[config.mk]
export PLATFORM = sky130hd
export DESIGN_NAME = skew_code_reader
export DESIGN_NICKNAME = d
export VERILOG_FILES = /design/src/rtl/pvt_skew_pkg.sv /design/src/rtl/skew_stab_filter.sv /design/src/rtl/skew_code_reader.sv
export SDC_FILE = /design/constraint.sdc
export NUM_CORES = 1
export LEC_CHECK = 0
export CORE_UTILIZATION = 43
export DETAILED_ROUTE_END_ITERATION = 10
export PLACE_DENSITY = 0.7
export SETUP_SLACK_MARGIN = 0.02
export SLEW_MARGIN = 25
export SYNTH_ARGS = -nofsm -noshare
export SYNTH_HDL_FRONTEND = slang
export SYNTH_SLANG_ARGS = --single-unit
[constraint.sdc]
create_clock -name clk -period 2.09 [get_ports clk]
set_clock_uncertainty 0.2 [all_clocks]
set_input_delay 0.418 -clock clk [delete_from_list [all_inputs] [get_ports clk]]
set_output_delay 0.418 -clock clk [all_outputs]
set_load 0.02 [all_outputs]
[src/rtl/pvt_skew_pkg.sv]
// ============================================================================
// Module      : pvt_skew_pkg
// Description : Shared types and constants for the skew-sensor readout path.
// Revision    : 1.0 - initial release
// ============================================================================
`default_nettype none

package pvt_skew_pkg;

  localparam int CODE_W_DEF = 7;
  localparam int GLITCH_SAT = 255;

  typedef enum logic [1:0] {
    ST_IDLE   = 2'd0,
    ST_SETTLE = 2'd1,
    ST_ACCUM  = 2'd2,
    ST_DONE   = 2'd3
  } skew_state_e;

endpackage

`default_nettype wire

[src/rtl/skew_stab_filter.sv]
// ============================================================================
// Module      : skew_stab_filter
// Description : Previous-code register and equality compare; a code is only
//               trusted when it matches the code of the preceding cycle.
// Revision    : 1.0 - initial release
// ============================================================================
`default_nettype none

module skew_stab_filter #(
  parameter int CODE_W = 7
) (
  input  logic              clk,
  input  logic              rst_n,
  input  logic              i_active,
  input  logic              i_prime,
  input  logic [CODE_W-1:0] i_code,
  output logic              o_accept,
  output logic              o_reject
);

  logic [CODE_W-1:0] r_prev;
  logic              w_match;
  logic              w_judge;

  always_ff @(posedge clk or negedge rst_n) begin
    if (!rst_n) begin
      r_prev <= '0;
    end else if (i_active) begin
      r_prev <= i_code;
    end
  end

  // The prime cycle only seeds r_prev, so it is neither accepted nor rejected.
  assign w_judge  = i_active && !i_prime;
  assign w_match  = (i_code == r_prev);
  assign o_accept = w_judge && w_match;
  assign o_reject = w_judge && !w_match;

endmodule

`default_nettype wire

[src/rtl/skew_code_reader.sv]
// ============================================================================
// Module      : skew_code_reader
// Description : Collects 2^LOG2_SAMPLES skew codes per start request and
//               reports min/max/avg; stability filter enabled by the macro
//               SKEW_READER_GLITCH_FILTER_EN.
// Revision    : 1.0 - initial release
// ============================================================================
`default_nettype none

module skew_code_reader
  import pvt_skew_pkg::*;
#(
  parameter int CODE_W        = CODE_W_DEF,
  parameter int LOG2_SAMPLES  = 4,
  parameter int SETTLE_CYCLES = 4
) (
  input  logic              clk,
  input  logic              rst_n,
  input  logic              start,
  input  logic [CODE_W-1:0] code_in,
  output logic              busy,
  output logic              result_valid,
  input  logic              result_ready,
  output logic [CODE_W-1:0] min_code,
  output logic [CODE_W-1:0] max_code,
  output logic [CODE_W-1:0] avg_code,
  output logic [7:0]        glitch_cnt,
  output logic              timeout
);

  localparam int c_sum_w    = CODE_W + LOG2_SAMPLES;
  localparam int c_settle_w = (SETTLE_CYCLES > 1) ? $clog2(SETTLE_CYCLES) : 1;
  localparam logic [c_settle_w-1:0]   c_settle_last = c_settle_w'(SETTLE_CYCLES - 1);
  localparam logic [LOG2_SAMPLES:0]   c_last_sample = (LOG2_SAMPLES + 1)'((1 << LOG2_SAMPLES) - 1);

  skew_state_e             r_state;
  skew_state_e             w_state_next;
  logic [c_settle_w-1:0]   r_settle_cnt;
  logic                    r_prime;
  logic [c_sum_w-1:0]      r_sum;
  logic [c_sum_w-1:0]      w_sum_next;
  logic [LOG2_SAMPLES:0]   r_count;
  logic [CODE_W-1:0]       r_min;
  logic [CODE_W-1:0]       r_max;
  logic [CODE_W-1:0]       r_avg;
  logic                    w_accum;
  logic                    w_meas_start;
  logic                    w_accept;
  logic                    w_sat;
  logic                    w_fill_done;

  assign w_accum      = (r_state == ST_ACCUM);
  assign w_meas_start = (r_state == ST_IDLE) && start;
  assign w_sum_next   = r_sum + {{LOG2_SAMPLES{1'b0}}, code_in};
  assign w_fill_done  = w_accept && (r_count == c_last_sample);

`ifdef SKEW_READER_GLITCH_FILTER_EN
  logic       w_reject;
  logic [7:0] r_glitch;
  logic       r_timeout;

  skew_stab_filter #(
    .CODE_W (CODE_W)
  ) u_stab_filter (
    .clk      (clk),
    .rst_n    (rst_n),
    .i_active (w_accum),
    .i_prime  (r_prime),
    .i_code   (code_in),
    .o_accept (w_accept),
    .o_reject (w_reject)
  );

  assign w_sat = w_reject && (r_glitch == 8'(GLITCH_SAT - 1));

  always_ff @(posedge clk or negedge rst_n) begin
    if (!rst_n) begin
      r_glitch  <= '0;
      r_timeout <= 1'b0;
    end else if (w_meas_start) begin
      r_glitch  <= '0;
      r_timeout <= 1'b0;
    end else if (w_reject) begin
      r_glitch <= r_glitch + 1'b1;
      if (w_sat) begin
        r_timeout <= 1'b1;
      end
    end
  end

  assign glitch_cnt = r_glitch;
  assign timeout    = r_timeout;
`else
  assign w_accept   = w_accum && !r_prime;
  assign w_sat      = 1'b0;
  assign glitch_cnt = '0;
  assign timeout    = 1'b0;
`endif

  always_ff @(posedge clk or negedge rst_n) begin
    if (!rst_n) begin
      r_state <= ST_IDLE;
    end else begin
      r_state <= w_state_next;
    end
  end

  always_comb begin
    w_state_next = r_state;
    case (r_state)
      ST_IDLE:   if (start) w_state_next = ST_SETTLE;
      ST_SETTLE: if (r_settle_cnt == c_settle_last) w_state_next = ST_ACCUM;
      ST_ACCUM:  if (w_fill_done || w_sat) w_state_next = ST_DONE;
      ST_DONE:   if (result_ready) w_state_next = ST_IDLE;
      default:   w_state_next = ST_IDLE;
    endcase
  end

  // Outputs decode the state register only, so nothing flows from inputs.
  always_comb begin
    busy         = 1'b0;
    result_valid = 1'b0;
    case (r_state)
      ST_SETTLE: busy = 1'b1;
      ST_ACCUM:  busy = 1'b1;
      ST_DONE:   result_valid = 1'b1;
      default:   ;
    endcase
  end

  always_ff @(posedge clk or negedge rst_n) begin
    if (!rst_n) begin
      r_settle_cnt <= '0;
      r_prime      <= 1'b0;
      r_sum        <= '0;
      r_count      <= '0;
      r_min        <= '0;
      r_max        <= '0;
      r_avg        <= '0;
    end else begin
      if (w_meas_start) begin
        r_settle_cnt <= '0;
        r_sum        <= '0;
        r_count      <= '0;
        r_min        <= '1;
        r_max        <= '0;
      end
      if (r_state == ST_SETTLE) begin
        r_settle_cnt <= r_settle_cnt + 1'b1;
        r_prime      <= 1'b1;
      end
      if (w_accum) begin
        r_prime <= 1'b0;
      end
      if (w_accept) begin
        r_sum   <= w_sum_next;
        r_count <= r_count + 1'b1;
        if (code_in < r_min) r_min <= code_in;
        if (code_in > r_max) r_max <= code_in;
      end
      if (w_fill_done) begin
        r_avg <= w_sum_next[c_sum_w-1:LOG2_SAMPLES];
      end else if (w_sat) begin
        r_avg <= '0;
      end
    end
  end

  assign min_code = r_min;
  assign max_code = r_max;
  assign avg_code = r_avg;

endmodule

`default_nettype wire

After elaboration in Yosys (flattened, before gate mapping)
Cells that the tools add are included.

word-level totals
  register bits after elaboration = 42
  bits of input ports = 11
  word-level logic and storage cells = 53

operators by class
  $add $sub $neg = 3
  $lt $le $gt $ge = 2
  equal/unequal tests = 9
  muxes and demuxes = 21
  reductions and logical operators = 10

operators by type and width
  kind                                                  count
  2-to-1 mux 7 bit                                      6
  2-to-1 mux 11 bit                                     2
  2-to-1 mux 2 bit                                      6
  adder 11 x 7 -> 11 bit                                1
  2-to-1 mux 5 bit                                      2
  one-hot mux 2 bit (4 select lines)                    1
  > comparator 7 bit                                    1
  less-than comparator 7 bit                            1
  equality test 2 bit (second input constant)           3
  != test 2 bit (second input constant)                 3
  nonzero test 2 bit                                    3
  adder 5 x 1 -> 5 bit (second input constant)          1
  equality test 5 x 4 -> 1 bit (second input constant)  1
  2-to-1 mux 1 bit                                      4
  AND reduction 4 bit                                   1
  logical AND 1 bit                                     3
  adder 2 x 1 -> 2 bit (second input constant)          1
  equality test 2 x 1 -> 1 bit (second input constant)  1
  logical NOT 2 bit                                     1
  != test 2 x 1 -> 1 bit (second input constant)        1
  OR reduction 2 bit                                    1
  logical NOT 1 bit                                     1

Depth between registers and ports, before layout
Gate-level depths: netlist of the first run.

  depth in word-level cells = 5
  depth in mapped cells = 8
  mapped depth without buffers = 7

Worst setup path before layout of the first run
OpenSTA, ideal clock, no wires.

  kind = input-to-reg
  start point = input code_in[0]
  end point = register r_sum[8]
  setup time = 0.125 ns
  arrival time = 1.868 ns
  setup slack = -0.102 ns
  stages on the path = 7
  path buffers = 0
  path through = ha_1 -> fa_1 -> a211oi_1 -> o211ai_1 -> o211ai_1 -> nor2_1 -> mux2_2

between the ends
  longest elaborated chain between the ends = 2

ends and longest elaborated chain
  element                 line                     RTL
  start, declared         skew_code_reader.sv:20   input logic [CODE_W-1:0] code_in,
  adder 11 x 7 -> 11 bit  skew_code_reader.sv:54   assign w_sum_next = r_sum + {{LOG2_SAMPLES{1'b0}}, code_in};
  2-to-1 mux 11 bit       skew_code_reader.sv:155  if (w_accept) begin
  end signal, assigned    skew_code_reader.sv:156  r_sum <= w_sum_next;
  end, declared           skew_code_reader.sv:40   logic [c_sum_w-1:0] r_sum;

Every way passes these cells.
A chain may end at the register's enable or synchronous reset.

Worst setup path in the final report of the first run
  start point = input code_in[1]
  end point = register r_sum[8]

The elaborated chain is that of the path after synthesis.

==> results.py, run 1 <==
metrics = {
    "run_status": {
        "status": "finished, violations left",
        "violations": "negative hold slack, negative setup slack",
    },
    "worst_setup_path": {
        "cp_slowest_stage_delay_ps": 420,
        "reg2reg_depth": 7,
        "cp-end-kind": "flop",
        "reg2reg_from": "r_sum[0]",
        "cpLargestDelayFamily": "compound AO/OA/AOI/OAI gates",
        "crit_path_start_kind": "input port",
        "crit_fanout": 4,
        "crit_buf_inv": 2,
        "cp.depth": 8,
        "cp.required_ps": 2070,
        "reg2reg_to": "r_sum[8]",
        "cp_data_arrival_time_ps": 2120,
        "ff2ff_setup_slack_ps": -50,
        "crit_chain": "dlygate4sd2_1 -> buf_4 -> fa_2 -> a211oi_2 -> o211ai_1 -> o211ai_1 -> nor2_1 -> mux2_2",
        "crit_top_cell": "o211ai_1",
        "crit_type": "in -> reg",
        "crit_slowest_cell": "fa_2",
    },
    "job": {
        "cap_violations": 0,
    },
    "placed_design": {
        "dpl.hpwl_mm": 3.67,
        "dpl.cell_count": 373,
        "gp_congestion": 0.812,
        "io_buffers": 33,
    },
    "cells_and_area": {
        "layout_commonest_cell": "dfrtp_1",
        "antennaDiodeCount": 0,
        "fin_nets": 354,
        "layoutNonFillerInstCount": 385,
        "area_delta_synth_final_pct": 28.5,
        "layout_common_cells": "dfrtp_1 (42), nand2_1 (33), buf_4 (28)",
        "drive_gt1_share_pct": 19.2,
    },
    "synthesis": {
        "ys_seq_elements": 42,
        "netlist.area_leader.share_pct": 42.0,
        "netlist_area_um2": 2500,
        "avgSynthCellArea_um2": 9.94,
        "yosysWarnings": 0,
        "synthCells": 252,
        "ys_types": 37,
        "yosysTopAreaCell": "dfrtp_1",
        "yosysSeqAreaShare_pct": 42.0,
        "synth_area_leaders": "dfrtp_1 (42%), ha_1 (14%), o21ai_0 (5.0%), nand2_1 (4.9%), a22o_1 (3.1%)",
    },
    "sta": {
        "rsz0062_at_grt": "yes",
        "max_freq_ghz": 0.467,
        "min_period_ps": 2140,
        "slew_headroom_pct": 65.0,
        "hold_viol_final": 33,
        "slew_viol_final": 0,
        "finalSetupViolations": 2,
        "post-route-period-util_pct": 102,
        "postLayoutSetupSlackWorst_ps": -51.4,
        "whs_ps": -23.8,
        "tightest_slew_ps": 524,
    },
    "global_routing": {
        "grt_start_max_net_pins": 43,
        "grt_pass1_wl_mm": 8.83,
        "grt_util_all_layers_pct": 18.5,
        "grt_pass1_vias": 1927,
        "overflow": 0,
        "antenna_found_initial": 0,
    },
    "floorplan": {
        "core_um2": 5570,
        "start_util_pct": 44.9,
        "die_h_um": 78.3,
        "dieWidth_um": 78.3,
        "io_pins": 43,
        "placementRows": 27,
        "die_area_um2": 6130,
    },
    "pwr": {
        "power.leakage_uw": 0.00152,
        "power_density_nw_per_um2": 1220,
        "total_power_uw": 3920,
        "ir_worst_vdd_mv": 0.735,
    },
    "clock_network": {
        "cts_buffer_depth": 2,
        "cts_buffers": 5,
        "cts_root_buffer": "clkbuf_8",
        "cts.sinks": 42,
        "cts_tree": "yes",
        "h-tree-depth": 2,
        "clkLatencyLatePin_ps": 300,
        "path_clk_slew_ps": 70,
        "cts_hold_buf": 0,
    },
    "routing": {
        "drt_iter0_drc": 103,
        "drc_errors": 0,
        "postRouteAntennaNets": 0,
        "wirelength_mm": 5.07,
        "vias": 1934,
        "first_pass_iters": 4,
        "via_per_inst": 5.02,
        "routedWlPerCell_um": 13.2,
    },
    "min_path": {
        "hold_class": "in -> async",
    },
}
## cells by family after synthesis
| family | after synthesis | synth area share (%) |
|---|---|---|
| other cells | 1 | 0.150 |
| mux | 11 | 4.75 |
| simple gates | 56 | 9.84 |
| fa+ha+maj | 29 | 14.8 |
| flops | 42 | 42.0 |
| xor+xnor | 10 | 3.50 |
| buf+inv | 35 | 6.79 |
| compound gates | 68 | 18.2 |
## routing by layer
| layer | vias up | part of all wire, % | GRT usage [%] |
|---|---|---|---|
| met3 | 10 | 4.2 | 3.95 |
| met4 | 0 | 2.1 | 7.22 |
| met1 | 895 | 47 | 24.1 |
| met2 | 42 | 47 | 30.1 |
| li1 | 987 | - | - |
| met5 | - | 0 | 0 |
## worst max path at each step
stage                     from  endpoint  slack (ps)
global placement    code_in[0]  r_sum[8]        -540
finish              code_in[1]  r_sum[8]         -50
CTS                   r_sum[0]  r_sum[8]        -170
detailed placement  code_in[4]  r_sum[8]        -580
floorplan           code_in[0]  r_sum[8]        0.02
global route          r_sum[0]  r_sum[8]        -140
## layout make-up
| type | count | area [µm²] |
|---|---|---|
| Timing Repair Buffer | 61 | 523 |
| Inverter | 21 | 78.8 |
| Fill cell | 501 | 2350 |
| Clock buffer | 6 | 82.6 |
| Tap cell | 72 | 90.1 |
| Multi-Input combinational cell | 183 | 1390 |
| Sequential cell | 42 | 1050 |
## through the flow
stage | util (%) | TNS [ps] | instance area [µm²] | setup WS, ps
after detailed placement | 54.4 | -13480 | 3030 | -578
after global placement | 54.4 | -12770 | 3030 | -543
final | 57.8 | -52.4 | 3220 | -51.4
after floorplan | - | 0 | 2540 | 0.0221
after global routing | 57.8 | -875 | 3220 | -142
after CTS | 56.5 | -443 | 3150 | -166
## power breakdown
group	internal, µW	switching (µW)	leakage [µW]
combinational	1030	1100	0.000957
clock	255	262	0.0000431
sequential	1090	184	0.000520
## synthesized netlist by cell type, drive strengths merged
cell / count
nor2b: 2
o211ai: 6
clkbuf: 3
o221ai: 1
nand3: 3
conb: 1
inv: 21
o21ai: 27
a2111oi: 1
o31ai: 1
o21bai: 1
fa: 1
ha: 28
nand4: 3
dfrtp: 42
xor2: 7
or3: 1
a21o: 4
a22o: 9
o32a: 1
and3: 2
o21a: 1
nand2: 34
mux2i: 4
a211oi: 3
a21oi: 12
buf: 11
nand2b: 2
xnor2: 3
nor2: 7
mux2: 7
and2: 2
a31o: 1
## what timing repair did
action                                  in CTS  in global routing
pin swaps                                    8                 12
gates resized for setup                     19                 13
buffers inserted                             1                  5
endpoints found under the setup margin      30                 26
## registers in the layout, indices dropped and copies added, names as in the netlist
signal and count:
r_count 5, min_code 7, r_settle_cnt 2, r_prime 1
r_state 2, avg_code 7, r_sum 11, max_code 7
(Power assumes the default switching activity.)
==> run 2: changes to the inputs <==
- CELL_PAD_IN_SITES_DETAIL_PLACEMENT: not set -> 1
- CELL_PAD_IN_SITES_GLOBAL_PLACEMENT: not set -> 1
- CORE_UTILIZATION: 43 -> 37
- PLACE_DENSITY: 0.7 -> not set
- PLACE_DENSITY_LB_ADDON: not set -> 0.1
- SKIP_LAST_GASP: not set -> 1
==> run 2 against run 1 <==
Compared with the run above: the flow finishes with violations (design-rule violations, negative setup slack); combinational power increased by 12%; register-to-register slack about the same; total power increased by 6.5%; maximum frequency increased by 0.51%; wire length increased by 24%; sequential power about the same; largest cell class unchanged.
==> results.py, run 2 (same netlist as run 1, synthesis figures left out) <==
metrics = {
    "sta": {
        "max_freq_ghz": 0.469,
        "whs_ps": 282,
        "rsz0062_at_grt": "yes",
        "tns_ps": -113,
        "slew_viol_final": 0,
        "finalSetupViolations": 4,
        "postLayoutSetupSlackWorst_ps": -40.5,
        "hold_viol_final": 0,
        "min_period_ps": 2130,
        "post-route-period-util_pct": 102,
    },
    "worst_setup_path": {
        "reg2reg_from": "r_sum[0]",
        "cp_data_arrival_time_ps": 2110,
        "reg2reg_to": "r_sum[4]",
        "cp-end-kind": "flop",
        "crit_buf_inv": 2,
        "crit_type": "reg -> reg",
        "cp_slowest_stage_delay_ps": 390,
        "crit_chain": "ha_2 -> fa_2 -> buf_4 -> buf_6 -> a21o_1 -> a21oi_2 -> xor2_2 -> o21ai_1",
        "cp.required_ps": 2070,
        "reg2reg_depth": 8,
        "cpLargestDelayFamily": "adder cells",
        "crit_fanout": 2,
        "crit_slowest_cell": "dfrtp_1",
        "crit_path_start_kind": "flop",
        "ff2ff_setup_slack_ps": -40,
    },
    "floorplan": {
        "placementRows": 29,
        "die_h_um": 84.3,
        "io_pins": 43,
        "dieWidth_um": 84.3,
        "core_um2": 6460,
        "die_area_um2": 7100,
        "start_util_pct": 38.8,
    },
    "min_path": {
        "hold_class": "reg -> reg",
        "min_path_cells": 2,
        "worstHoldEndpoint": "r_count[4]",
        "hold_start": "r_count[4]",
    },
    "placed_design": {
        "gp_congestion": 0.734,
        "io_buffers": 33,
        "placed_area_um2": 3090,
        "dpl.hpwl_mm": 4.33,
    },
    "pwr": {
        "power_density_nw_per_um2": 1230,
        "power.leakage_uw": 0.00159,
        "ir_worst_vdd_mv": 0.789,
    },
    "job": {
        "cap_violations": 0,
    },
    "global_routing": {
        "overflow": 0,
        "grt_pass1_wl_mm": 10.2,
        "antenna_found_initial": 0,
        "grt_pass1_vias": 2182,
        "grt_start_max_net_pins": 43,
        "grt_util_all_layers_pct": 18.1,
    },
    "clock_network": {
        "path_clk_slew_ps": 80,
        "h-tree-depth": 2,
        "cts_root_buffer": "clkbuf_8",
        "cts_buffer_depth": 2,
        "clkLatencyLatePin_ps": 290,
        "cts_buffers": 5,
        "cts.sinks": 42,
        "cts_tree": "yes",
    },
    "cells_and_area": {
        "multiInputGateArea_um2": 1480,
        "fillers": 725,
        "drive_gt1_share_pct": 25.6,
        "top_register": "r_sum",
        "layout_common_cells": "dfrtp_1 (42), nand2_1 (33), buf_4 (33)",
        "antennaDiodeCount": 0,
        "seq_area_um2": 1050,
        "area_delta_synth_final_pct": 36.0,
        "finalInstanceArea_um2": 3410,
        "largest_reg_flops": 11,
        "fin_nets": 364,
        "layout_commonest_cell": "dfrtp_1",
    },
    "routing": {
        "routedWlPerCell_um": 15.6,
        "vias": 2069,
        "via_per_inst": 5.16,
        "drc_errors": 7,
        "drt_iter0_drc": 61,
        "postRouteAntennaNets": 0,
        "wirelength_mm": 6.27,
        "first_pass_iters": 7,
    },
    "run_status": {
        "violations": "design-rule violations, negative setup slack",
        "status": "finished, violations left",
    },
}
==> run 2: changes by cell type in the layout (fill, tap and decap cells not counted), moves of 2 or more <==
cell / previous run / this run
clkbuf_2: 1 / 3
mux2_4: 0 / 4
a21oi_2: 2 / 4
inv_2: 0 / 3
buf_4: 28 / 33
clkbuf_1: 0 / 2
a21oi_1: 10 / 8
ha_4: 3 / 8
inv_1: 21 / 18
dlygate4sd2_1: 7 / 3
buf_6: 0 / 3
mux2_2: 7 / 3
ha_1: 24 / 19
==> run 2: cell type report <==
| class | count | area share (%) |
|---|---|---|
| Multi-Input combinational cell | 183 | 43.6 |
| Timing Repair Buffer | 71 | 18.2 |
| Sequential cell | 42 | 30.8 |
| Tap cell | 77 | 2.83 |
| Inverter | 21 | 2.31 |
| Clock buffer | 7 | 2.24 |
==> run 2: per-layer routing <==
metal | track usage [%] | wire (µm) | share of wire [%] | up-vias
li1 | - | - | - | 1004
met1 | 23.8 | 2930 | 47 | 1035
met2 | 31.4 | 3160 | 50 | 28
met3 | 3.05 | 144 | 2.3 | 2
met4 | 3.76 | 27 | 0.43 | 0
met5 | 0 | 0 | 0 | -
==> run 2: worst reg2reg max path, cell delays in order, from the launching register on <==
cell,delay (ps)
dfrtp_1,390
ha_2,190
fa_2,370
buf_4,150
buf_6,110
a21o_1,170
a21oi_2,180
xor2_2,190
o21ai_1,90
==> run 2: power by group <==
group / switching [µW] / leakage [µW] / internal, µW
clock network: 275 / 0.0000383 / 231
registers: 189 / 0.000520 / 1090
logic: 1210 / 0.00103 / 1180
total: 1680 / 0.00159 / 2500
==> run 2: repair_timing <==
item / in CTS / in global routing
cloned: 0 / 0
buffers inserted: 4 / 6
gates resized for setup: 25 / 32
pin swaps: 14 / 21
hold endpoints to repair: 42 / 0
hold buffers: 1 / 0
endpoints found under the setup margin: 30 / 30
==> run 2: worst max-delay path by stage <==
stage | startpoint | endpoint | slack [ps] | cells after the start
2_1_floorplan | code_in[0] | r_sum[8] | 0.02 | 7
3_3_place_gp | code_in[3] | r_sum[8] | -580 | 7
3_5_place_dp | code_in[4] | min_code[5] | -600 | 7
4_1_cts | r_sum[0] | r_sum[8] | -110 | 7
5_1_grt | r_sum[0] | r_sum[8] | -170 | 7
6_report | r_sum[0] | r_sum[4] | -40 | 8
==> run 2: per-stage QoR <==
stage / cells / setup slack [ps] / total power (µW) / utilization, %
6_report: 401 / -40.5 / 4180 / 52.8
5_1_grt: 401 / -175 / 4510 / 52.8
4_1_cts: 395 / -109 / 4020 / 50.6
3_5_place_dp: 383 / -596 / 3420 / 47.8
3_3_place_gp: 383 / -583 / 3360 / 47.8
2_1_floorplan: 260 / 0.0221 / 2510 / -
